## src/rtl/digit_serial_adder.sv

```systemverilog
// rtl/digit_serial_adder.sv - digit-serial add/subtract with valid/ready handshakes
// One DIGIT-wide ripple slice is reused over NDIG cycles, LSB digit first.
module digit_serial_adder #(
    parameter int WIDTH = 8,
    parameter int DIGIT = 2
) (
    input  logic             clk,
    input  logic             rst_n,
    input  logic             in_valid,
    output logic             in_ready,
    input  logic [WIDTH-1:0] a,
    input  logic [WIDTH-1:0] b,
    input  logic             sub,
    output logic             out_valid,
    input  logic             out_ready,
    output logic [WIDTH-1:0] sum,
    output logic             cout,
    output logic             ovf
);

    localparam int NDIG = WIDTH / DIGIT;
    localparam int CW   = (NDIG > 1) ? $clog2(NDIG) : 1;

    typedef enum logic [1:0] {IDLE, RUN, DONE} state_t;

    state_t           state_q, state_d;
    logic [WIDTH-1:0] a_q, a_d, b_q, b_d;
    logic [WIDTH-1:0] res_q, res_d, res_next;
    logic [WIDTH-1:0] sum_q, sum_d;
    logic             carry_q, carry_d;
    logic             cout_q, cout_d;
    logic             ovf_q, ovf_d;
    logic [CW-1:0]    cnt_q, cnt_d;
    logic [DIGIT-1:0] slice_s;
    logic             slice_co;
    logic             msb_cin;
    logic             last;

    always_comb begin
        logic c;
        c       = carry_q;
        msb_cin = carry_q;
        slice_s = '0;
        for (int i = 0; i < DIGIT; i++) begin
            if (i == DIGIT - 1) msb_cin = c;
            slice_s[i] = a_q[i] ^ b_q[i] ^ c;
            c          = (a_q[i] & b_q[i]) | (c & (a_q[i] ^ b_q[i]));
        end
        slice_co = c;
    end

    // New digit enters at the MSB end, so after NDIG shifts the result is aligned.
    assign res_next = WIDTH'({slice_s, res_q} >> DIGIT);
    assign last     = (cnt_q == CW'(NDIG - 1));

    always_comb begin
        state_d = state_q;
        a_d     = a_q;
        b_d     = b_q;
        res_d   = res_q;
        sum_d   = sum_q;
        carry_d = carry_q;
        cout_d  = cout_q;
        ovf_d   = ovf_q;
        cnt_d   = cnt_q;
        case (state_q)
            IDLE: begin
                if (in_valid) begin
                    a_d     = a;
                    b_d     = sub ? ~b : b;
                    carry_d = sub;
                    cnt_d   = '0;
                    state_d = RUN;
                end
            end
            RUN: begin
                a_d     = a_q >> DIGIT;
                b_d     = b_q >> DIGIT;
                res_d   = res_next;
                carry_d = slice_co;
                cnt_d   = cnt_q + CW'(1);
                if (last) begin
                    sum_d   = res_next;
                    cout_d  = slice_co;
                    ovf_d   = msb_cin ^ slice_co;
                    state_d = DONE;
                end
            end
            DONE: begin
                if (out_ready) state_d = IDLE;
            end
            default: state_d = IDLE;
        endcase
    end

    always_ff @(posedge clk or negedge rst_n) begin
        if (!rst_n) begin
            state_q <= IDLE;
            a_q     <= '0;
            b_q     <= '0;
            res_q   <= '0;
            sum_q   <= '0;
            carry_q <= 1'b0;
            cout_q  <= 1'b0;
            ovf_q   <= 1'b0;
            cnt_q   <= '0;
        end else begin
            state_q <= state_d;
            a_q     <= a_d;
            b_q     <= b_d;
            res_q   <= res_d;
            sum_q   <= sum_d;
            carry_q <= carry_d;
            cout_q  <= cout_d;
            ovf_q   <= ovf_d;
            cnt_q   <= cnt_d;
        end
    end

    assign in_ready  = (state_q == IDLE);
    assign out_valid = (state_q == DONE);
    assign sum       = sum_q;
    assign cout      = cout_q;
    assign ovf       = ovf_q;

endmodule

```

## config.mk

```make
export PLATFORM = sky130hd
export DESIGN_NAME = digit_serial_adder
export DESIGN_NICKNAME = d
export VERILOG_FILES = /design/src/rtl/digit_serial_adder.sv
export SDC_FILE = /design/constraint.sdc
export NUM_CORES = 1
export LEC_CHECK = 0
export BUFFER_PORTS_ARGS = -buffer_cell sky130_fd_sc_hd__buf_2
export CAP_MARGIN = 10
export CORE_MARGIN = 2
export CORE_UTILIZATION = 45
export CTS_CLUSTER_SIZE = 25
export DETAILED_ROUTE_END_ITERATION = 12
export PLACE_DENSITY_LB_ADDON = 0.15
export SLEW_MARGIN = 5
export SYNTH_ARGS = -nofsm -noshare
export SYNTH_HDL_FRONTEND = slang
export SYNTH_SLANG_ARGS = --single-unit
```

## constraint.sdc

```tcl
create_clock -name clk -period 2.98 [get_ports clk]
set_clock_uncertainty 0.15 [all_clocks]
set_input_delay 0.298 -clock clk [delete_from_list [all_inputs] [get_ports clk]]
set_output_delay 0.298 -clock clk [all_outputs]
set_load 0.05 [all_outputs]
```

==> summary.txt <==
Floorplanning
  – Initial Util: 47.1%
  – Vert. Die Dim: 65.9 um
  – Row cnt: 22
  – IO Pins: 33
  – Overall die area: 0.00435 sq mm
  – Area of the placeable core: 0.00366 sq mm
  – Horizontal extent of the die: 65.9 um

Synthesis
  – Post-Synthesis Mean Instance Area: 10.5 sq um
  – Dominant cell type by area after synthesis: dfrtp_1
  – Net count after synthesis: 188
  – Sequential area share after synthesis: 53.7%
  – Leading post-synthesis cells by cell area: dfrtp_1, nand2_1, o21ai_0, mux2_2, xnor2_1
  – Yosys reg bits: 37
  – Synthesis warning total: 0
  – Post-Syn Instances: 164
  – Area share of the leading cell type in the synthesized netlist: 53.7%
  – Count of unique library cells instantiated by Yosys: 26
  – Netlist area before placement: 0.00173 sq mm

Timing
  – Final Hold Fails: 0
  – Unrepaired setup endpoints after global routing: no
  – Post-route worst setup slack: 954 ps
  – Accumulated negative setup slack: 0 ps
  – Fin crit period: 2030 ps
  – Final setup violation count: 0
  – Period Utilization, post-route: 68.0%
  – Maximum achievable frequency: 494 MHz
  – Final Max Tran Viols: 0
  – Worst slew margin relative to its limit: 45.9%
  – Transition time at the pin with the least slew margin: 811 ps

Critical path
  – CP delay by family, top: flip-flops
  – Setup crit end kind: output pin
  – CP bufs+invs: 2
  – Crit-path cells: nand2_1 > inv_1 > buf_2
  – Required time of the critical path: 2530 ps
  – Type of element launching the critical path: flip-flop
  – Critical path peak fanout: 25
  – Largest stage delay on the critical path: 810 ps
  – Category of the critical setup timing path: reg -> out
  – Worst path slowest cell: dfrtp_1
  – WP data arrival: 1580 ps

Clocking
  – Total clock buffers created by CTS: 5
  – Number of levels in the clock H-tree: 2
  – Clock slew at the register clock pins of the worst setup and hold paths: 70 ps
  – Resized Gates After CTS: 0
  – Number of setup buffers added after CTS: 0
  – Source-to-sink clock delay at the later pin of the worst-skew pair: 290 ps
  – Cell at the root of the clock tree: clkbuf_8
  – Number of buffers between clock root and the deepest sink: 2
  – Sinks on the clock net: 37
  – CTS tree: yes

Global routing
  – GRT Overall Usage: 18.6%
  – Overflow left after global routing: 0
  – Via count of the first global-routing pass: 1309
  – Pin count of the biggest net entering global routing: 38
  – First-pass GRT wire length: 5950 um
  – Antenna violations before repair: 0

Route
  – Total vias in the final route: 1296
  – Wirelength per Cell: 14.1 um
  – Antenna viol nets, final: 0
  – Number of optimization iterations in the first detailed-route pass: 4
  – Post-detailed-route via-to-cell ratio: 5.31
  – DR iter-0 viols: 74
  – Post-detailed-routing wire length: 3450 um
  – Post-route DRC violation count: 0

Power
  – Static power due to leakage: 0.000958 uW
  – Power per standard cell area: 1080 mW/mm^2
  – Max VDD drop: 563 uV

Placement
  – Dpl ws: 1100 ps
  – Number of port buffers: 32
  – Post-DP HPWL: 2370 um
  – Final Wtd Congestion: 0.753

Layout
  – Area growth from synthesis to final layout: 16.0%
  – Diode insertion count for antenna repair: 0
  – Number of nets at the end of the flow: 219
  – Fraction of final layout cells sized beyond drive strength 1: 24.5%

Worst hold path
  – Worst Hold Class: in -> reg

Flow run
  – Maxcap violations: 0

Status
  – Run status: complete, no violations
==> through the flow <==
step           cells  power, uW  hold WS, ps  instance area, sq um  util, %
2_1_floorplan    164       1610         -148                  1730        -
3_3_place_gp     235       1820          286                  1910     52.2
3_5_place_dp     235       1860          292                  1910     52.2
4_1_cts          244       2200         49.8                  2000     54.7
5_1_grt          244       2340         62.2                  2000     54.7
6_report         244       2170         55.0                  2000     54.7
==> final timing paths <==
check / from / end / slack, ps / cells after the start
worst max-delay path: state_q[1]$_DFFE_PN0P_ / out_valid / 950 / 3
worst min-delay path: out_ready / state_q[1]$_DFFE_PN0P_ / 50 / 2
worst max register to register: state_q[1]$_DFFE_PN0P_ / a_q[0]$_DFFE_PN0P_ / 1070 / 4
worst min register to register: res_q[2]$_DFFE_PN0P_ / res_q[2]$_DFFE_PN0P_ / 330 / 2
max in group asynchronous: rst_n / a_q[2]$_DFFE_PN0P_ / 1680 / 2
min in group asynchronous: rst_n / sum[0]$_DFFE_PN0P_ / 490 / 2
==> Yosys cell counts <==
master and n:
a22oi_1 7, ha_1 1, a22o_1 1, o211ai_1 1, and2b_1 2, o21ai_0 18, nand2_1 28, nand3b_2 1
a32o_1 1, o21bai_1 1, buf_2 8, or3b_1 1, nor2b_1 4, nand2b_1 1, inv_1 11, dfrtp_1 37
nor2_1 3, xnor2_1 7, xor2_1 2, a2bb2oi_1 4, a21oi_1 4, mux2_2 6, o32ai_1 5, a221o_1 5
fa_1 2, clkbuf_1 3
==> placed cells by master, fill, tap and decap left out, drive strengths merged <==
| master | count |
|---|---|
| a221o | 5 |
| xnor2 | 7 |
| dlygate4sd3 | 1 |
| o32ai | 5 |
| a32o | 1 |
| nor2b | 4 |
| a2bb2oi | 4 |
| a21oi | 4 |
| inv | 11 |
| mux2 | 6 |
| buf | 34 |
| dfrtp | 37 |
| o211ai | 1 |
| or3b | 1 |
| a22o | 1 |
| o21bai | 1 |
| clkbuf | 6 |
| a22oi | 7 |
| ha | 1 |
| o21ai | 18 |
| clkinv | 2 |
| fa | 2 |
| xor2 | 2 |
| nor2 | 3 |
| and2b | 2 |
| nand2 | 28 |
| nand3b | 1 |
| nand2b | 1 |
==> cell type report <==
cell class              count  area, sq um
fillers                   361         1660
flip-flops and latches     37          926
multi-input cells         105          707
repair buffers             35          185
clock buffers               6         72.6
well taps                  48         60.1
inverters                  11         41.3
clock inverters             2         10.0
==> timing repair <==
| action | in CTS | in global routing |
|---|---|---|
| endpoints found under the setup margin | 0 | 0 |
| hold endpoints to repair | 37 | 0 |
| hold buffers | 1 | 0 |
==> logic make-up after synthesis <==
| group | count (synthesis) | share of synthesized area (%) |
|---|---|---|
| xor+xnor | 9 | 4.57 |
| fa+ha+maj | 3 | 3.05 |
| mux | 6 | 3.92 |
| simple gates | 40 | 10.6 |
| buf+inv | 22 | 5.37 |
| flops | 37 | 53.7 |
| compound gates | 47 | 18.9 |
==> routing by layer <==
layer | wire length [um] | GRT usage, % | up-vias
met5 | 0 | 0 | -
met4 | 80 | 8.33 | 0
met3 | 164 | 5.79 | 8
met2 | 1610 | 29.9 | 37
met1 | 1590 | 22.7 | 620
li1 | - | - | 631
==> power breakdown <==
group	switching, uW	internal, uW	leakage, uW
sequential	171	713	0.000475
combinational	608	344	0.000439
clock	172	162	0.0000450
total	950	1220	0.000958
==> sequential cells by signal, summed over array words and instances, names as in the netlist <==
name,cells
cnt_q,2
state_q,2
cout,1
a_q,8
carry_q,1
b_q,8
ovf,1
sum,8
res_q,6
==> worst register-to-register path, cell delays in order, from the launching register on <==
cell and delay, ps:
dfrtp_1 650, nor2b_1 570, buf_4 260, a22oi_1 70
o21ai_0 120
No activity file was read; power rests on OpenSTA's default activity.
